## src/rtl/jtag_tap_ctrl.sv

```systemverilog
// IEEE 1149.1 TAP controller with BYPASS, IDCODE and one external watch chain.
// Everything runs on TCK; TDO/TDOEn launch on the falling edge.
module jtag_tap_ctrl #(
    parameter int unsigned          IRWIDTH    = 4,
    parameter logic [31:0]          IDCODE     = 32'h1000_0001,
    parameter logic [IRWIDTH-1:0]   WATCHINSTR = 'h2
) (
    input  logic       TCK,
    input  logic       nTRST,
    input  logic       TMS,
    input  logic       TDI,
    output logic       TDO,
    output logic       TDOEn,
    output logic       ChainScanIn,
    input  logic       ChainScanOut,
    output logic       CaptureDR,
    output logic       ShiftDR,
    output logic       UpdateDR,
    output logic [3:0] TapState
);

    localparam logic [3:0] TLR      = 4'hF;
    localparam logic [3:0] RTI      = 4'hC;
    localparam logic [3:0] SEL_DR   = 4'h7;
    localparam logic [3:0] CAP_DR   = 4'h6;
    localparam logic [3:0] SH_DR    = 4'h2;
    localparam logic [3:0] EX1_DR   = 4'h1;
    localparam logic [3:0] PAUSE_DR = 4'h3;
    localparam logic [3:0] EX2_DR   = 4'h0;
    localparam logic [3:0] UPD_DR   = 4'h5;
    localparam logic [3:0] SEL_IR   = 4'h4;
    localparam logic [3:0] CAP_IR   = 4'hE;
    localparam logic [3:0] SH_IR    = 4'hA;
    localparam logic [3:0] EX1_IR   = 4'h9;
    localparam logic [3:0] PAUSE_IR = 4'hB;
    localparam logic [3:0] EX2_IR   = 4'h8;
    localparam logic [3:0] UPD_IR   = 4'hD;

    localparam logic [IRWIDTH-1:0] OP_IDCODE = IRWIDTH'(1);

    logic [3:0]         state;
    logic [3:0]         next_state;
    logic [IRWIDTH-1:0] ir;
    logic [IRWIDTH-1:0] ir_sr;
    logic               bypass_reg;
    logic [31:0]        idcode_sr;
    logic               op_bypass;
    logic               sel_idcode;
    logic               sel_watch;
    logic               dr_serial;

    always_comb begin
        next_state = state;
        case (state)
            TLR:      next_state = TMS ? TLR      : RTI;
            RTI:      next_state = TMS ? SEL_DR   : RTI;
            SEL_DR:   next_state = TMS ? SEL_IR   : CAP_DR;
            CAP_DR:   next_state = TMS ? EX1_DR   : SH_DR;
            SH_DR:    next_state = TMS ? EX1_DR   : SH_DR;
            EX1_DR:   next_state = TMS ? UPD_DR   : PAUSE_DR;
            PAUSE_DR: next_state = TMS ? EX2_DR   : PAUSE_DR;
            EX2_DR:   next_state = TMS ? UPD_DR   : SH_DR;
            UPD_DR:   next_state = TMS ? SEL_DR   : RTI;
            SEL_IR:   next_state = TMS ? TLR      : CAP_IR;
            CAP_IR:   next_state = TMS ? EX1_IR   : SH_IR;
            SH_IR:    next_state = TMS ? EX1_IR   : SH_IR;
            EX1_IR:   next_state = TMS ? UPD_IR   : PAUSE_IR;
            PAUSE_IR: next_state = TMS ? EX2_IR   : PAUSE_IR;
            EX2_IR:   next_state = TMS ? UPD_IR   : SH_IR;
            UPD_IR:   next_state = TMS ? SEL_DR   : RTI;
            default:  next_state = TLR;
        endcase
    end

    always_ff @(posedge TCK or negedge nTRST) begin
        if (!nTRST) begin
            state <= TLR;
        end else begin
            state <= next_state;
        end
    end

    // IR is forced to IDCODE on any edge that lands in TLR, so it already
    // holds IDCODE for the whole time the TAP sits in TLR.
    always_ff @(posedge TCK or negedge nTRST) begin
        if (!nTRST) begin
            ir    <= OP_IDCODE;
            ir_sr <= '0;
        end else begin
            if (state == CAP_IR) begin
                ir_sr <= OP_IDCODE;
            end else if (state == SH_IR) begin
                ir_sr <= {TDI, ir_sr[IRWIDTH-1:1]};
            end
            if (next_state == TLR) begin
                ir <= OP_IDCODE;
            end else if (state == UPD_IR) begin
                ir <= ir_sr;
            end
        end
    end

    always_ff @(posedge TCK or negedge nTRST) begin
        if (!nTRST) begin
            bypass_reg <= 1'b0;
            idcode_sr  <= IDCODE;
        end else if (state == CAP_DR) begin
            bypass_reg <= 1'b0;
            idcode_sr  <= IDCODE;
        end else if (state == SH_DR) begin
            bypass_reg <= TDI;
            idcode_sr  <= {TDI, idcode_sr[31:1]};
        end
    end

    // All-ones wins over everything; unknown opcodes fall back to BYPASS.
    always_comb begin
        op_bypass  = (ir == '1);
        sel_idcode = !op_bypass && (ir == OP_IDCODE);
        sel_watch  = !op_bypass && !sel_idcode && (ir == WATCHINSTR);
        if (sel_idcode) begin
            dr_serial = idcode_sr[0];
        end else if (sel_watch) begin
            dr_serial = ChainScanOut;
        end else begin
            dr_serial = bypass_reg;
        end
    end

    always_ff @(negedge TCK or negedge nTRST) begin
        if (!nTRST) begin
            TDO   <= 1'b0;
            TDOEn <= 1'b0;
        end else begin
            TDOEn <= (state == SH_DR) || (state == SH_IR);
            if (state == SH_IR) begin
                TDO <= ir_sr[0];
            end else if (state == SH_DR) begin
                TDO <= dr_serial;
            end
        end
    end

    assign ChainScanIn = TDI;
    assign CaptureDR   = (state == CAP_DR) && sel_watch;
    assign ShiftDR     = (state == SH_DR)  && sel_watch;
    assign UpdateDR    = (state == UPD_DR) && sel_watch;
    assign TapState    = state;

endmodule

```

## config.mk

```make
export PLATFORM = sky130hd
export DESIGN_NAME = jtag_tap_ctrl
export DESIGN_NICKNAME = d
export VERILOG_FILES = /design/src/rtl/jtag_tap_ctrl.sv
export SDC_FILE = /design/constraint.sdc
export NUM_CORES = 1
export LEC_CHECK = 0
export CORE_MARGIN = 3
export CORE_UTILIZATION = 50
export DETAILED_ROUTE_END_ITERATION = 12
export PLACE_DENSITY = 0.72
export SYNTH_ARGS = -nofsm -noshare
export SYNTH_HDL_FRONTEND = slang
export SYNTH_SLANG_ARGS = --single-unit
```

## constraint.sdc

```tcl
create_clock -name TCK -period 1.8 [get_ports TCK]
set_input_delay 0.45 -clock TCK [delete_from_list [all_inputs] [get_ports TCK]]
set_output_delay 0.45 -clock TCK [all_outputs]
set_load 0.02 [all_outputs]
```

==> results.toml <==
[finish]
syn2layout_area_growth_pct = 20.56
final_cells = 293
fin_util = 0.6460
n_antenna_cell = 0
final_nets = 249
top_register = "idcode_sr"
largest_reg_flops = 31
drive_above_1_share = 0.2163

[min_path]
hold_path_depth = 2
hold_class = "reg -> reg"

[job]
maxCapViolCount = 0

[floorplan]
die_y_um = 69.57
rows = 22
core_um2 = 3771
die-area_um2 = 4840
io_pins = 15
initial_core_util = 0.5358
dieWidth_um = 69.57

[setup_path]
crit_slowest_cell = "dfstp_2"
path_class = "reg -> reg"
slowest_delay_ns = 0.54
crit_arrival_ns = 1.49
cp_num_buf_inv = 0
path_cells = "or3b_4 -> a211oi_2 -> a31oi_1"
start_kind = "register"
setup.worst_path.end_class = "register"
cp.required_ns = 1.03
crit_family = "flip-flops"
reg2reg_depth = 3
worstPathMaxFanout = 2
cp.depth = 3

[synth]
synth_edf_count = 0
synth.most_common_cell = "nand2_1"
yosys.area.top_type_share = 0.4582
synth.distinct_cells = 38
ys_async_sr_fraction = 1.000
synth-seq-cells = 46
synth_fp_nets = 220
synth_common_cells = "nand2_1 (70), o21ai_0 (38), dfrtp_1 (37)"
syn_inst = 215
synth.area.top_cells = "dfrtp_1 (46%), nand2_1 (13%), o21ai_0 (9.4%), dfstp_2 (9.1%), dfrtn_1 (2.5%)"
ys_seq_area_frac = 0.5740
synth.avg_cell_area_um2 = 9.399
yosys_warnings = 0
synthFlopType = "dfrtp_1"
yosysTopAreaCell = "dfrtp_1"
syn-cell-area_um2 = 2021

[global_route]
grt_pass1_vias = 1513
antenna_found_initial = 0
grt_pass1_wl_mm = 6.672
grt.total_usage = 0.1733
overflow = 0
grt_max_degree = 63

[pwr]
ir_worst_vdd_v = 0.0006187
power_leakage_nw = 1.087
p_seq_frac = 0.412
pwr_density_cell_nw_per_um2 = 1469
power.internal_mw = 2.253
power.switching_mw = 1.325
p_clk_frac = 0.178
comb_power_share = 0.410
total_power_mw = 3.578
sw_frac_of_total = 0.3703

[placed_design]
dp_cells = 282
place.gp.congestion = 0.7293
port_buffers = 14
dpl.hpwl_mm = 2.428
dp_slack_ns = -0.5433

[sta]
maxSlewHeadroom = 0.6732
rsz0062_at_grt = "yes"
timing.hold.ws_ns = 0.4830
post-route-worst-setup-slack_ns = -0.4516
tightest_slew_ns = 0.4902
finalMaxSlewViolations = 0
hold_viol = 0
setup_viol = 6
skew_ns = 0.006215

[clocking]
cts_buffer_depth = 2
clockRootBuffer = "clkbuf_8"
cts_tree = "yes"
cts_num_sinks = 46
h-tree-depth = 2
insertion_delay_ns = 0.30
clkTransAtPathRegs_ns = 0.08
numCtsBuffers = 5

[route]
ant_nets = 0
routed_via_density = 5.198
routedWlPerCell_um = 12.66
wl_mm = 3.710
drc = 0
drtIter0Drc = 59
first_pass_iters = 4
dr_total_vias = 1523

[status]
outcome = "finished with violations"
violations = "setup timing"
[final timing paths]
kind | endpoint | startpoint | slack (ns)
max in group asynchronous | TDOEn | nTRST | 0.31
worst max-delay path | TDO | TapState[1] | -0.45
worst min register to register | idcode_sr[7] | idcode_sr[7] | 0.48
worst max register to register | TDO | TapState[1] | -0.45
worst min-delay path | idcode_sr[7] | idcode_sr[7] | 0.48
min in group asynchronous | ir[3] | nTRST | 0.51
[cell usage in the layout (no fill, tap or decap), types with 3 or more instances in the layout]
cell type        instances
a21oi_1                  3
buf_4                   21
buf_6                    7
clkbuf_8                 6
clkdlybuf4s50_1          3
dfrtp_1                 37
dfstp_2                  7
mux2i_1                  4
nand2_1                 70
nor2_1                  10
o21ai_0                 38
[through the flow]
| step | TNS, ns | instance area, µm² |
|---|---|---|
| global route | -2.475 | 2436 |
| global placement | -3.095 | 2305 |
| floorplan | -1.050 | 2061 |
| CTS | -2.259 | 2416 |
| detailed placement | -3.239 | 2305 |
| finish | -2.169 | 2436 |
[worst reg2reg max path, cell delays in order (launching register included)]
cell	delay, ns
dfstp_2	0.54
or3b_4	0.39
a211oi_2	0.16
a31oi_1	0.11
[per-layer routing]
| layer | GRT usage | wire (µm) |
|---|---|---|
| met5 | 0 | 0 |
| met4 | 0.07809 | 52 |
| met3 | 0.05217 | 158 |
| met2 | 0.2807 | 1816 |
| met1 | 0.2130 | 1681 |
[power groups by stage]
stage / Clock (mW) / Sequential (mW) / Combinational, mW
4_1_cts: 0.658 / 1.47 / 1.44
6_report: 0.636 / 1.47 / 1.47
5_1_grt: 0.703 / 1.51 / 1.62
3_5_place_dp: 0 / 1.48 / 1.44
2_1_floorplan: 0 / 1.57 / 0.864
3_3_place_gp: 0 / 1.47 / 1.42
[logic make-up (layout without fill, tap and decap cells)]
logic type,Yosys count,count (layout),share of synthesized area
compound gates,49,49,0.1350
flops,46,46,0.5740
buf+inv,17,47,0.05015
mux,5,5,0.02539
simple gates,98,98,0.2155
[what timing repair did]
action,4_1_cts,5_1_grt
setup endpoints to repair,11,28
buffers inserted,1,1
gates cloned,0,0
resized for setup,45,3
endpoints found under the hold margin,3,0
hold buffers,1,0
[layout make-up]
type	instances	area, µm²
fillers	319	1335
flip-flops and latches	46	1160
multi-input cells	152	802.0
repair buffers	37	315.3
clock buffers	7	86.33
well taps	48	60.06
inverters	2	7.507
clock inverters	1	5.005
Power figures use the tool's default switching activity.
